## src/rtl/connect4_pkg.sv

```systemverilog
// Shared constants and FSM state type for the Connect Four move sequencer.
package connect4_pkg;

  localparam int unsigned COLS         = 8;
  localparam int unsigned ROWS         = 8;
  localparam int unsigned CELLS        = 64;
  localparam int unsigned TOP_ROW_BASE = 56;

  localparam logic [1:0] WINNER_NONE = 2'd0;
  localparam logic [1:0] WINNER_P0   = 2'd1;
  localparam logic [1:0] WINNER_P1   = 2'd2;

  typedef enum logic [1:0] {StIdle, StIssue, StWait, StDone} state_e;

  // Column c is presented on bit 7-c of the engine's one-hot move bus.
  function automatic logic [7:0] col_onehot(input logic [2:0] col);
    return 8'h80 >> col;
  endfunction

endpackage

```

## src/rtl/connect4_move_sequencer_if.sv

```systemverilog
// Move interface between the sequencer (master) and the game engine (slave).
interface connect4_move_sequencer_if;
  import connect4_pkg::*;

  logic [7:0]       player_input;
  logic             player;
  logic             start;
  logic [CELLS-1:0] cell_empty;
  logic [1:0]       winner;
  logic             error;

  modport master (
    output player_input, player, start,
    input  cell_empty, winner, error
  );

  modport slave (
    input  player_input, player, start,
    output cell_empty, winner, error
  );

endinterface

```

## src/rtl/connect4_cursor.sv

```systemverilog
// Saturating 3-bit column cursor; opposing buttons in one cycle cancel out.
module connect4_cursor
  import connect4_pkg::*;
#(
  parameter int unsigned CURSOR_INIT = 3
) (
  input  logic       clk,
  input  logic       reset,
  input  logic       init,
  input  logic       en,
  input  logic       left,
  input  logic       right,
  output logic [2:0] cursor
);

  always_ff @(posedge clk or posedge reset) begin
    if (reset) begin
      cursor <= 3'(CURSOR_INIT);
    end else if (init) begin
      cursor <= 3'(CURSOR_INIT);
    end else if (en && left && !right && cursor != 3'd0) begin
      cursor <= cursor - 3'd1;
    end else if (en && right && !left && cursor != 3'(COLS - 1)) begin
      cursor <= cursor + 3'd1;
    end
  end

endmodule

```

## src/rtl/connect4_move_sequencer.sv

```systemverilog
// Turns cursor/drop buttons into engine moves, tracks turns and detects game end.
module connect4_move_sequencer
  import connect4_pkg::*;
#(
  parameter int unsigned START_HOLD  = 2,
  parameter int unsigned RESP_WAIT   = 4,
  parameter int unsigned CURSOR_INIT = 3
) (
  input  logic                      clk,
  input  logic                      reset,
  input  logic                      btn_left,
  input  logic                      btn_right,
  input  logic                      btn_drop,
  input  logic                      new_game,
  connect4_move_sequencer_if.master eng,
  output logic [2:0]                cursor,
  output logic                      move_rej,
  output logic [6:0]                move_count,
  output logic                      game_over,
  output logic                      draw
);

  state_e     state;
  logic [7:0] cnt;
  logic [5:0] top_idx;
  logic       col_full;
  logic       resp_bad;
  logic       resp_win;
  logic [6:0] next_count;
  logic       restart;

  assign top_idx    = 6'(TOP_ROW_BASE) + {3'd0, cursor};
  assign col_full   = !eng.cell_empty[top_idx];
  assign resp_bad   = eng.error || (eng.winner == 2'd3);
  assign resp_win   = (eng.winner == WINNER_P0) || (eng.winner == WINNER_P1);
  assign next_count = move_count + 7'd1;
  assign restart    = (state == StDone) && new_game;

  connect4_cursor #(
    .CURSOR_INIT(CURSOR_INIT)
  ) u_cursor (
    .clk   (clk),
    .reset (reset),
    .init  (restart),
    .en    (state == StIdle),
    .left  (btn_left),
    .right (btn_right),
    .cursor(cursor)
  );

  always_ff @(posedge clk or posedge reset) begin
    if (reset) begin
      state            <= StIdle;
      cnt              <= '0;
      eng.start        <= 1'b0;
      eng.player_input <= '0;
      eng.player       <= 1'b0;
      move_rej         <= 1'b0;
      move_count       <= '0;
      game_over        <= 1'b0;
      draw             <= 1'b0;
    end else begin
      move_rej <= 1'b0;
      case (state)
        StIdle: begin
          if (btn_drop) begin
            if (col_full) begin
              move_rej <= 1'b1;
            end else begin
              // The one-hot register doubles as the latched column for this move.
              eng.player_input <= col_onehot(cursor);
              eng.start        <= 1'b1;
              cnt              <= '0;
              state            <= StIssue;
            end
          end
        end
        StIssue: begin
          if (cnt == 8'(START_HOLD - 1)) begin
            eng.start        <= 1'b0;
            eng.player_input <= '0;
            cnt              <= '0;
            state            <= StWait;
          end else begin
            cnt <= cnt + 8'd1;
          end
        end
        StWait: begin
          if (cnt == 8'(RESP_WAIT)) begin
            cnt <= '0;
            if (resp_bad) begin
              move_rej <= 1'b1;
              state    <= StIdle;
            end else begin
              move_count <= next_count;
              if (resp_win) begin
                game_over <= 1'b1;
                state     <= StDone;
              end else if (next_count == 7'(CELLS)) begin
                game_over <= 1'b1;
                draw      <= 1'b1;
                state     <= StDone;
              end else begin
                eng.player <= ~eng.player;
                state      <= StIdle;
              end
            end
          end else begin
            cnt <= cnt + 8'd1;
          end
        end
        StDone: begin
          if (new_game) begin
            eng.player <= 1'b0;
            move_count <= '0;
            game_over  <= 1'b0;
            draw       <= 1'b0;
            state      <= StIdle;
          end
        end
        default: state <= StIdle;
      endcase
    end
  end

endmodule

```

## src/flat_wrapper.sv

```systemverilog
// flat-port wrapper written by rule: the top's interface ports become plain ports
module connect4_move_sequencer_flat import connect4_pkg::*;
#(
  parameter int unsigned START_HOLD  = 2,
  parameter int unsigned RESP_WAIT   = 4,
  parameter int unsigned CURSOR_INIT = 3
)
  (clk, reset, btn_left, btn_right, btn_drop, new_game, cursor, move_rej, move_count, game_over, draw, eng_player_input, eng_player, eng_start, eng_cell_empty, eng_winner, eng_error);
  connect4_move_sequencer_if eng_i ();
  input  logic clk;
  input  logic reset;
  input  logic btn_left;
  input  logic btn_right;
  input  logic btn_drop;
  input  logic new_game;
  output logic [2:0] cursor;
  output logic move_rej;
  output logic [6:0] move_count;
  output logic game_over;
  output logic draw;
  output wire logic [$bits(eng_i.player_input)-1:0] eng_player_input;
  output wire logic [$bits(eng_i.player)-1:0] eng_player;
  output wire logic [$bits(eng_i.start)-1:0] eng_start;
  input wire logic [$bits(eng_i.cell_empty)-1:0] eng_cell_empty;
  input wire logic [$bits(eng_i.winner)-1:0] eng_winner;
  input wire logic [$bits(eng_i.error)-1:0] eng_error;
  assign eng_player_input = eng_i.player_input;
  assign eng_player = eng_i.player;
  assign eng_start = eng_i.start;
  assign eng_i.cell_empty = eng_cell_empty;
  assign eng_i.winner = eng_winner;
  assign eng_i.error = eng_error;
  connect4_move_sequencer #(.START_HOLD(START_HOLD), .RESP_WAIT(RESP_WAIT), .CURSOR_INIT(CURSOR_INIT)) u_core (.clk(clk), .reset(reset), .btn_left(btn_left), .btn_right(btn_right), .btn_drop(btn_drop), .new_game(new_game), .eng(eng_i), .cursor(cursor), .move_rej(move_rej), .move_count(move_count), .game_over(game_over), .draw(draw));
endmodule
```

## config.mk

```make
export PLATFORM = sky130hd
export DESIGN_NAME = connect4_move_sequencer_flat
export DESIGN_NICKNAME = d
export VERILOG_FILES = /design/src/rtl/connect4_pkg.sv /design/src/rtl/connect4_move_sequencer_if.sv /design/src/rtl/connect4_cursor.sv /design/src/rtl/connect4_move_sequencer.sv /design/src/flat_wrapper.sv
export SDC_FILE = /design/constraint.sdc
export NUM_CORES = 1
export LEC_CHECK = 0
export BUFFER_PORTS_ARGS = -buffer_cell sky130_fd_sc_hd__buf_2
export CAP_MARGIN = 20
export CORE_MARGIN = 1.5
export CORE_UTILIZATION = 47
export DETAILED_ROUTE_END_ITERATION = 12
export PLACE_DENSITY = 0.8
export SLEW_MARGIN = 15
export SYNTH_ARGS = -nofsm -noshare
export SYNTH_HDL_FRONTEND = slang
export SYNTH_SLANG_ARGS = --single-unit
export TNS_END_PERCENT = 5
```

## constraint.sdc

```tcl
create_clock -name clk -period 2.8 [get_ports clk]
set_clock_uncertainty 0.1 [all_clocks]
set_input_delay 0.28 -clock clk [delete_from_list [all_inputs] [get_ports clk]]
set_output_delay 0.28 -clock clk [all_outputs]
set_load 0.02 [all_outputs]
```

Word level (Yosys, flattened, before mapping)
Index checks and enable logic that the tools add are counted.
{"block": "op_classes", "n_addsub": 5, "bitwise_logic": 1, "n_shift": 1, "n_reduce_logical": 24, "mux": 51, "n_eq_ne": 20, "n_lt_le_gt_ge": 1}
{"operator": "$mux 8", "n": 7}
{"operator": "$pmux 8 s3", "n": 1}
{"operator": "$mux 7", "n": 3}
{"operator": "$mux 1", "n": 20}
{"operator": "$mux 2", "n": 8}
{"operator": "$pmux 8 s2", "n": 1}
{"operator": "$pmux 7 s2", "n": 1}
{"operator": "$reduce_and 6->1", "n": 2}
{"operator": "$ne 2x2->1 const B", "n": 5}
{"operator": "$pmux 1 s2", "n": 5}
{"operator": "$reduce_and 5->1", "n": 2}
{"operator": "$mux 3", "n": 3}
{"operator": "$reduce_bool 3->1", "n": 3}
{"operator": "$add 8x1->8 const B", "n": 1}
{"operator": "$eq 2x2->1 const B", "n": 4}
{"operator": "$eq 8x1->1 const B", "n": 1}
{"operator": "$eq 8x3->1 const B", "n": 1}
{"operator": "$ne 2x1->1 const B", "n": 4}
{"operator": "$pmux 2 s4", "n": 1}
{"operator": "$reduce_and 4->1", "n": 2}
{"operator": "$shr 8x3->8 const A", "n": 1}
{"operator": "$add 7x1->7 const B", "n": 1}
{"operator": "$eq 7x7->1 const B", "n": 1}
{"operator": "$logic_and 1x1->1", "n": 7}
{"operator": "other kinds (14)", "n": 18}
{"block": "totals", "register_bits": 33, "wordCells": 113, "output_inout_bits": 23, "in_bits": 73}

Logic depth before layout (Yosys ltp)
Gate-level depths: netlist of run 1.
{"block": "logic_depth", "ltp_word": 7, "ltp_mapped": 8, "ltp_nobuf": 8}

Modules after synthesis
A second synthesis of run 1 with hierarchy kept.
{"block": "hier_totals", "cells_unflattened": 217, "area_unflattened_um2": 2140.8}
{"module": "connect4_move_sequencer", "seq_area_each_um2": 750.7, "area_per_inst_um2": 1918.1, "cells_each": 194, "n_inst": 1}
{"module": "connect4_cursor", "seq_area_each_um2": 77.6, "area_per_inst_um2": 222.7, "cells_each": 23, "n_inst": 1}

Worst setup path before layout of run 1
Ideal clock, no wire load.
{"block": "synth_timing", "path_kind": "register to register", "start": "register u_core.u_cursor.cursor[1]", "end": "register u_core.cnt[2]", "path_stages_with_launch": 7, "setup_time_ns": 0.127, "path_slack_ns": 0.510, "arrival_time_ns": 2.063, "path_buffers": 1, "path_cell_list": "dfstp_2 > buf_6 > mux4_2 > mux2_2 > a31oi_4 > or2b_4 > o22ai_1"}
{"block": "synth_between", "elab_chain_cells": 5}
{"element": "from (decl)", "line": "connect4_cursor.sv:13", "source": "output logic [2:0] cursor"}
{"element": "from (signal assigned)", "line": "connect4_cursor.sv:18", "source": "cursor <= 3'(CURSOR_INIT);"}
{"element": "from (signal assigned)", "line": "connect4_cursor.sv:20", "source": "cursor <= 3'(CURSOR_INIT);"}
{"element": "from (signal assigned)", "line": "connect4_cursor.sv:22", "source": "cursor <= cursor - 3'd1;"}
{"element": "$add 4x4->5", "line": "connect4_move_sequencer.sv:32", "source": "assign top_idx = 6'(TOP_ROW_BASE) + {3'd0, cursor};"}
{"element": "$bmux 1 s6", "line": "connect4_move_sequencer.sv:33", "source": "assign col_full = !eng.cell_empty[top_idx];"}
{"element": "$mux 1 (implied by the code)", "line": "connect4_move_sequencer.sv:33"}
{"element": "$ne 2x1->1 (no line)"}
{"element": "$reduce_and 3->1 (no line)"}
{"element": "to (signal assigned)", "line": "connect4_move_sequencer.sv:85", "source": "cnt <= cnt + 8'd1;"}
{"element": "to (signal assigned)", "line": "connect4_move_sequencer.sv:109", "source": "cnt <= cnt + 8'd1;"}
{"element": "to (decl)", "line": "connect4_move_sequencer.sv:24", "source": "logic [7:0] cnt;"}
No other way between the ends. The select of a mux whose other input is x is not followed.
A chain may end at the register's enable or synchronous reset.

Final worst setup path of run 1
{"block": "layout_timing", "start": "register u_core.u_cursor.cursor[1]", "end": "register u_core.cnt[3]"}
The elaborated chain is that of the path after synthesis.

==> metrics.yaml, run 1 <==
final.period_utilization: 0.8659
grt-ovfl-total: 0
cts_root_buf: "clkbuf_8"
endpoint: "u_core.cnt[3]$_DFFE_PP0P_"
syn_nets: 307
holdPathStages: 2
synthFlopType: "dfrtp_1"
vias_per_cell: 5.688
pwr-share-seq: 0.304
post-route-util: 0.5755
max_freq_mhz: 412.5
syn_inst: 223
ant_nets: 0
yosysTopAreaCellShare: 0.3677
nNetsFinal: 352
grt_pass1_vias: 1719
clock_path_buffers: 2
async_reset_ff_frac: 1.000
num_vias: 1826
multi_input_area_um2: 1172
max_slew.worst_pin.slew_ns: 0.4840
grt.total_usage: 0.2044
drv_slew: 0
cp_max_fo: 10
fp.dieH_um: 70.00
status: "completed"
antenna_cells: 0
synth_common_cells: "dfrtp_1, nand2_1, inv_1"
p_leak_nw: 1.102
yosys.area.top_type: "dfrtp_1"
power_density_nw_per_um2: 1040
r2r-end: "u_core.cnt[3]$_DFFE_PP0P_"
synthXorXnorAreaFrac: 0.008304
wl_mm: 4.614
p_switching_mw: 1.129
reg2reg_slack_ns: 0.38
fill_cells: 402
drive_above_1_share: 0.2528
clk_pin_slew_worst_paths_ns: 0.07
first_pass_iters: 5
synth_simple_gate_area_frac: 0.1922
fin_setup_tns_ns: 0
ys_ff_latch: 33
seq_area_um2: 828.3
antenna_found_initial: 0
fin_area_um2: 2489
wl_per_cell_um: 14.37
maxCapViolations: 0
fin_hold_ws_ns: 0.08810
initialDrtViolationCount: 131
dieArea_um2: 4899
place.gp.congestion: 0.7399
hpwlAfterDp_mm: 3.329
io_buffers: 39
total_power_mw: 2.588
synth_edf_count: 0
rr_startpoint: "u_core.u_cursor.cursor[1]$_DFFE_PP1P_"
required_ns: 2.86
grt_pass1_wl_mm: 8.052
arrival_ns: 2.48
slowest_stage: "dfstp_2"
post-route-min-period_ns: 2.424
slew_headroom: 0.6728
synth.most_common_cell: "dfrtp_1"
yosysUniqueCellTypes: 55
intPower_mw: 1.459
pwr-share-clk: 0.183
post_cts_buffers: 0
ctsHtreeMaxLevel: 2
ir_worst_vdd_v: 0.0004797
postPlaceCellArea_um2: 2362
initial_utilization: 0.4878
drc: 0
placementRows: 24
yosys-top-cells-area: "dfrtp_1, ha_1, nand2_1"
swShare: 0.4362
cts.sinks: 33
synthAdderAreaFrac: 0.06880
end_kind: "register"
die_w_um: 70.00
core_area_um2: 4324
grt_max_degree: 34
rsz0062_at_grt: "false"
start_kind: "register"
synth_top_family_by_area: "compound AO/OA/AOI/OAI gates"
clk-insertion-delay-late_ns: 0.29
ff2ff_path_depth: 5
io-pin-count: 96
synth-warning-count: 0
areaGrowthSynthToFinish_pct: 17.97
seq_area_frac_synth: 0.3926
cts_tree: "yes"
worstSetupPathType: "reg2reg"
hold_viol: 0
synth_compound_area_frac: 0.2432
min_path_type: "in2reg"
crit_start: "u_core.u_cursor.cursor[1]$_DFFE_PP1P_"
synth_area_um2: 2110
cpPeakStageDelay_ns: 0.65
postSynthAreaPerCell_um2: 9.460
cts_buffers: 5
finalSetupViolations: 0
crit_path_cell_trace: "mux4_2, mux2_2, a31oi_4, or2b_4, o22ai_1"
combPwrFrac: 0.514
synth.area.mux_share: 0.04330
[layout make-up]
class,count,share of cell area
clock buffers,7,0.03469
clock inverters,1,0.01207
inverters,19,0.02866
repair buffers,44,0.09452
well taps,52,0.02614
flip-flops and latches,33,0.3328
multi-input cells,165,0.4711
[power by group through the flow]
stage | combinational [mW] | sequential [mW] | clock [mW]
CTS | 1.33 | 0.785 | 0.477
floorplan | 0.932 | 0.854 | 0
global placement | 1.29 | 0.783 | 0
detailed placement | 1.33 | 0.793 | 0
finish | 1.33 | 0.786 | 0.473
global route | 1.48 | 0.817 | 0.492
[registers in the layout, indices dropped and copies added (netlist names)]
| signal | cells |
|---|---|
| u_core.state | 2 |
| u_core.draw | 1 |
| u_core.eng.player_input | 8 |
| u_core.move_count | 7 |
| u_core.move_rej | 1 |
| u_core.u_cursor.cursor | 3 |
| u_core.game_over | 1 |
| u_core.cnt | 8 |
| u_core.eng.start | 1 |
| u_core.eng.player | 1 |
[worst min-delay path by stage]
stage | from | to | slack, ns
2_1_floorplan | new_game | u_core.u_cursor.cursor[2]$_DFFE_PP0P_ | 0.27
3_3_place_gp | reset | u_core.u_cursor.cursor[2]$_DFFE_PP0P_ | 0.29
3_5_place_dp | reset | u_core.move_count[1]$_DFFE_PP0P_ | 0.29
4_1_cts | new_game | u_core.u_cursor.cursor[2]$_DFFE_PP0P_ | 0.08
5_1_grt | new_game | u_core.u_cursor.cursor[2]$_DFFE_PP0P_ | 0.11
6_report | new_game | u_core.u_cursor.cursor[2]$_DFFE_PP0P_ | 0.09
[per-stage QoR]
| step | worst slack, ns | instances |
|---|---|---|
| after floorplan | 0.5096 | 223 |
| after global placement | 0.4322 | 312 |
| after detailed placement | 0.3967 | 312 |
| after CTS | 0.3783 | 321 |
| after global routing | 0.2661 | 321 |
| final | 0.3755 | 321 |
[worst max-delay path, delay by kind of cell (launching register included)]
kind	cells	cell delay, ns
multiplexers	2	0.86
flip-flops	1	0.65
AO/OA/AOI/OAI	2	0.45
AND/OR/NAND/NOR	1	0.23
[kinds of logic after synthesis]
kind of cell	Yosys count
simple gates	77
compound gates	69
flops	33
buf+inv	25
fa+ha+maj	11
mux	6
xor+xnor	2
[repair_timing]
| item | 4_1_cts | 5_1_grt |
|---|---|---|
| endpoints found under the setup margin | 0 | 0 |
| resized for setup | 0 | 0 |
| hold endpoints to repair | 31 | 0 |
| hold buffers | 1 | 0 |
[cell usage in the layout (no fill, tap or decap), types with 4 or more instances in the layout]
master	instances
nand3_1	11
o22ai_1	6
o21ai_0	14
a31oi_1	4
o2bb2ai_1	9
or2_2	4
buf_2	39
dfrtp_1	31
ha_1	10
clkbuf_8	6
a21oi_1	11
nor2_1	12
buf_4	4
inv_1	19
nand2_1	24
nand2b_1	4
[routing by layer]
layer,share of wire,vias to the layer above,global-route usage
met2,0.46,38,0.3175
met4,0.013,0,0.06624
met1,0.49,874,0.2869
li1,-,907,-
met3,0.039,7,0.04185
met5,0,-,0
No activity file was read; power rests on OpenSTA's default activity.
==> run 2, diff against run 1 <==
--- a/config.mk
+++ b/config.mk
@@ -5,12 +5,14 @@
 export SDC_FILE = /design/constraint.sdc
 export NUM_CORES = 1
 export LEC_CHECK = 0
-export BUFFER_PORTS_ARGS = -buffer_cell sky130_fd_sc_hd__buf_2
 export CAP_MARGIN = 20
+export CELL_PAD_IN_SITES_DETAIL_PLACEMENT = 0
+export CELL_PAD_IN_SITES_GLOBAL_PLACEMENT = 2
 export CORE_MARGIN = 1.5
-export CORE_UTILIZATION = 47
+export CORE_UTILIZATION = 36
 export DETAILED_ROUTE_END_ITERATION = 12
-export PLACE_DENSITY = 0.8
+export DONT_BUFFER_PORTS = 1
+export PLACE_DENSITY_LB_ADDON = 0.1
 export SLEW_MARGIN = 15
 export SYNTH_ARGS = -nofsm -noshare
 export SYNTH_HDL_FRONTEND = slang
==> run 2 against run 1 <==
Critical path depth unchanged. Wire length grew 6.3%. Register-to-register slack improved by 0.11 ns. Critical path type unchanged. Total power shrank 2.6%. Count of clock-buffer cells in the layout down 1. Fmax grew 4.8%. Cell area decreased by 6.0%. Clock power is essentially flat. Core utilization shrank 16 points. Sequential share of layout area is 2.1 points higher. Non-clock buffer count fell by 37.
==> metrics.yaml, run 2 (synthesized netlist as in run 1, its figures left out) <==
wl_per_cell_um: 16.13
drc: 0
cts_tree: "yes"
hold_viol: 0
initialDrtViolationCount: 97
p_leak_nw: 0.9380
fp.dieH_um: 79.55
areaGrowthSynthToFinish_pct: 10.91
rr_startpoint: "u_core.u_cursor.cursor[1]$_DFFE_PP1P_"
drv_slew: 0
layout_commonest_cell: "dfrtp_1"
holdPathStages: 2
power_density_nw_per_um2: 1078
antenna_cells: 0
clock_path_buffers: 2
grt.total_usage: 0.1658
ir_worst_vdd_v: 0.0004070
grt_max_degree: 18
num_vias: 1701
reg2reg_slack_ns: 0.49
io-pin-count: 96
wl_mm: 4.905
clk-insertion-delay-late_ns: 0.29
max_slew.worst_pin.slew_ns: 0.6618
arrival_ns: 2.38
dieArea_um2: 6328
nNetsFinal: 315
io_buffers: 0
cts.sinks: 33
hpwlAfterDp_mm: 3.653
mostFrequentLayoutCells: "dfrtp_1, nand2_1, inv_1"
fin_setup_tns_ns: 0
first_pass_iters: 4
placementRows: 27
slew_headroom: 0.5583
maxCapViolations: 0
grt_pass1_vias: 1640
place.gp.congestion: 0.7562
finalSetupViolations: 0
cts_root_buf: "clkbuf_8"
start_kind: "register"
cp_max_fo: 10
die_w_um: 79.55
end_kind: "register"
ff2ff_path_depth: 5
cts_buffers: 5
postPlaceCellArea_um2: 2200
core_area_um2: 5574
min_from: "new_game"
ctsHtreeMaxLevel: 2
ant_nets: 0
status: "completed"
vias_per_cell: 5.595
rsz0062_at_grt: "false"
worstSetupPathType: "reg2reg"
initial_utilization: 0.3785
grt-ovfl-total: 0
worstHoldEndpoint: "u_core.u_cursor.cursor[1]$_DFFE_PP1P_"
final.period_utilization: 0.8263
required_ns: 2.87
ctsHoldBuffers: 2
r2r-end: "u_core.cnt[3]$_DFFE_PP0P_"
ctsResizeCount: 0
clk_pin_slew_worst_paths_ns: 0.07
post-route-min-period_ns: 2.314
post_cts_buffers: 0
largest_registers: "u_core.cnt x8, u_core.eng.player_input x8, u_core.move_count x7"
min_path_type: "in2reg"
max_freq_mhz: 432.2
antenna_found_initial: 0
fin_area_um2: 2340
drive_above_1_share: 0.1336
grt_pass1_wl_mm: 8.031
run 2: cell count changes in the layout (fill, tap and decap cells not counted):
cell,previous run,this run
buf_4,4,5
dlygate4sd3_1,1,2
clkbuf_1,1,0
buf_2,39,0
clkinvlp_4,0,1
run 2: final cells by class:
cell class,instances,area [µm²]
fillers,556,3234
multi-input cells,165,1172
flip-flops and latches,33,828.3
well taps,72,90.09
clock buffers,6,82.58
inverters,19,71.32
repair buffers,7,57.56
clock inverters,2,37.54
run 2: how the worst max path moves through the flow:
| stage | to | start | slack (ns) | cells past startpoint |
|---|---|---|---|---|
| 6_report | u_core.cnt[3]$_DFFE_PP0P_ | u_core.u_cursor.cursor[1]$_DFFE_PP1P_ | 0.49 | 5 |
| 5_1_grt | u_core.u_cursor.cursor[2]$_DFFE_PP0P_ | u_core.state[1]$_DFFE_PP0P_ | 0.37 | 8 |
| 4_1_cts | u_core.cnt[3]$_DFFE_PP0P_ | u_core.u_cursor.cursor[1]$_DFFE_PP1P_ | 0.47 | 5 |
| 3_5_place_dp | u_core.cnt[3]$_DFFE_PP0P_ | u_core.u_cursor.cursor[1]$_DFFE_PP1P_ | 0.49 | 5 |
| 3_3_place_gp | u_core.cnt[4]$_DFFE_PP0P_ | u_core.u_cursor.cursor[1]$_DFFE_PP1P_ | 0.50 | 5 |
| 2_1_floorplan | u_core.cnt[2]$_DFFE_PP0P_ | u_core.u_cursor.cursor[1]$_DFFE_PP1P_ | 0.51 | 6 |
run 2: metrics by stage:
stage / utilization / total power, mW / hold slack, ns / cells / worst slack, ns
after floorplan: - / 1.786 / 0.2707 / 223 / 0.5096
final: 0.4198 / 2.522 / 0.06503 / 304 / 0.4864
after detailed placement: 0.3946 / 2.053 / 0.2042 / 294 / 0.4907
after global placement: 0.3946 / 2.018 / 0.2060 / 294 / 0.5028
after CTS: 0.4198 / 2.543 / 0.05971 / 304 / 0.4693
after global routing: 0.4198 / 2.730 / 0.07401 / 304 / 0.3659
run 2: metal layers:
metal	track usage	vias to the layer above	part of all wire
met4	0.04561	0	0.0098
met1	0.2047	819	0.45
met2	0.2754	46	0.49
met5	0	-	0
li1	-	831	-
met3	0.05486	5	0.057
run 2: critical path, cell delays in order (launching register included):
cell and delay (ns):
dfstp_2 0.59, mux4_2 0.52, mux2_2 0.31, a31oi_4 0.34, or2b_4 0.24, o22ai_1 0.09
run 2: power breakdown:
part	internal [mW]	switching (mW)
clock network	0.289	0.187
registers	0.620	0.287
logic	0.486	0.653
total	1.40	1.13
==> run 3, diff against run 2 <==
--- a/config.mk
+++ b/config.mk
@@ -5,11 +5,12 @@
 export SDC_FILE = /design/constraint.sdc
 export NUM_CORES = 1
 export LEC_CHECK = 0
+export ABC_AREA = 1
 export CAP_MARGIN = 20
 export CELL_PAD_IN_SITES_DETAIL_PLACEMENT = 0
 export CELL_PAD_IN_SITES_GLOBAL_PLACEMENT = 2
 export CORE_MARGIN = 1.5
-export CORE_UTILIZATION = 36
+export CORE_UTILIZATION = 33
 export DETAILED_ROUTE_END_ITERATION = 12
 export DONT_BUFFER_PORTS = 1
 export PLACE_DENSITY_LB_ADDON = 0.1
==> constraint.sdc (replaced) <==
create_clock -name clk -period 2.4 [get_ports clk]
set_clock_uncertainty 0.1 [all_clocks]
set_input_delay 0.24 -clock clk [delete_from_list [all_inputs] [get_ports clk]]
set_output_delay 0.24 -clock clk [all_outputs]
set_load 0.02 [all_outputs]
==> run 3 against run 2 <==
Hold slack lost 0.049 ns. Via count shrank 2.5%. Sequential cell count is the same. Non-clock buffer count shrank 3.
==> metrics.yaml, run 3 <==
finalSetupViolations: 0
synth.most_common_cell: "nand2_1"
post-route-util: 0.3767
drive_above_1_share: 0.1064
synth-warning-count: 0
dieArea_um2: 6704
post-route-min-period_ns: 2.079
ctsHoldBuffers: 1
worstSetupPathType: "reg2reg"
syn_nets: 356
min_path_type: "in2reg"
synth_common_cells: "nand2_1, dfrtp_1, inv_1"
place.gp.congestion: 0.7317
fp.dieH_um: 81.88
largest_registers: "u_core.cnt x8, u_core.eng.player_input x8, u_core.move_count x7"
maxCapViolations: 0
power_density_nw_per_um2: 1314
cp_max_fo: 9
hold_viol: 0
status: "completed"
post_cts_buffers: 0
clk_pin_slew_worst_paths_ns: 0.07
grt_max_degree: 34
seq_area_frac_synth: 0.4034
grt_pass1_vias: 1618
cts.sinks: 33
ctsResizeCount: 0
cts_tree: "yes"
synth_edf_count: 0
yosysUniqueCellTypes: 33
initial_utilization: 0.3447
antenna_found_initial: 0
io-pin-count: 96
drc: 0
arrival_ns: 2.19
yosysTopAreaCellShare: 0.3778
cts_buffers: 5
async_reset_ff_frac: 1.000
num_vias: 1658
final.period_utilization: 0.8661
first_pass_iters: 4
slew_headroom: 0.7059
synthFlopType: "dfrtp_1"
fin_area_um2: 2243
initialDrtViolationCount: 58
ctsHtreeMaxLevel: 2
grt_pass1_wl_mm: 7.983
mostFrequentLayoutCells: "nand2_1, inv_1, dfrtp_1"
wl_per_cell_um: 13.37
ant_nets: 0
yosys.area.top_type: "dfrtp_1"
ys_ff_latch: 33
placementRows: 28
core_area_um2: 5956
grt-ovfl-total: 0
start_kind: "register"
grt.total_usage: 0.1600
yosys-top-cells-area: "dfrtp_1, nand2_1, ha_1"
fill_cells: 666
vias_per_cell: 4.644
clk-insertion-delay-late_ns: 0.28
seq_area_um2: 828.3
antenna_cells: 0
drv_slew: 0
p_leak_nw: 1.039
synth_area_um2: 2053
nNetsFinal: 365
io_buffers: 0
hpwlAfterDp_mm: 3.584
required_ns: 2.51
fin_hold_ws_ns: 0.01563
cts_root_buf: "clkbuf_8"
fin_setup_tns_ns: 0
die_w_um: 81.88
end_kind: "register"
clock_path_buffers: 2
rsz0062_at_grt: "false"
max_freq_mhz: 481.1
multi_input_area_um2: 1059
postSynthAreaPerCell_um2: 7.549
areaGrowthSynthToFinish_pct: 9.263
layout_commonest_cell: "nand2_1"
ir_worst_vdd_v: 0.0004612
syn_inst: 272
wl_mm: 4.773
postPlaceCellArea_um2: 2147
max_slew.worst_pin.slew_ns: 0.4411
-- run 3: cell type report --
cell class / count / share of cell area
Clock buffer: 5 / 0.03067
Clock inverter: 3 / 0.007808
Inverter: 35 / 0.06414
Multi-Input combinational cell: 202 / 0.4718
Sequential cell: 33 / 0.3692
Tap cell: 75 / 0.04183
Timing Repair Buffer: 4 / 0.01450
-- run 3: routing by layer --
metal | vias up | GRT usage | part of all wire
li1 | 892 | - | -
met5 | - | 0 | 0
met4 | 0 | 0.04576 | 0.0084
met2 | 29 | 0.2426 | 0.44
met3 | 4 | 0.04667 | 0.050
met1 | 733 | 0.2195 | 0.50
-- run 3: worst paths after layout --
kind	from	to	slack (ns)	cells after the start
max	u_core.state[0]$_DFFE_PP0P_	u_core.move_count[4]$_DFFE_PP0P_	0.32	9
min	btn_drop	u_core.move_rej$_DFF_PP0_	0.02	2
max reg2reg	u_core.state[0]$_DFFE_PP0P_	u_core.move_count[4]$_DFFE_PP0P_	0.32	9
min reg2reg	u_core.cnt[1]$_DFFE_PP0P_	u_core.cnt[1]$_DFFE_PP0P_	0.42	2
max in group asynchronous	reset	u_core.u_cursor.cursor[0]$_DFFE_PP1P_	1.47	3
min in group asynchronous	reset	u_core.eng.player_input[1]$_DFFE_PP0P_	0.39	3
-- run 3: per-stage QoR --
stage          total power, mW  cells  setup WS (ns)
6_report                 2.948    357         0.3214
5_1_grt                  3.294    357        0.09772
4_1_cts                  3.015    357         0.2877
3_5_place_dp             2.576    348         0.3251
3_3_place_gp             2.575    348         0.3152
2_1_floorplan            2.234    272         0.5481
-- run 3: cells by family after synthesis --
kind of cell / Yosys count / share of synthesized area
fa+ha+maj: 11 / 0.07069
xor+xnor: 3 / 0.01280
flops: 33 / 0.4034
buf+inv: 37 / 0.08105
simple gates: 143 / 0.3096
compound gates: 45 / 0.1225
-- run 3: where the power goes --
part | internal [mW] | switching [mW]
Clock | 0.200 | 0.218
Combinational | 0.459 | 0.941
Sequential | 0.759 | 0.371
-- run 3: critical path: stages, from the launching register on --
cell,delay [ns]
dfrtp_1,0.43
inv_1,0.13
ha_1,0.32
inv_1,0.15
o21ai_1,0.16
nand3_2,0.17
inv_2,0.17
nand2_1,0.13
a21oi_1,0.13
o21bai_1,0.11
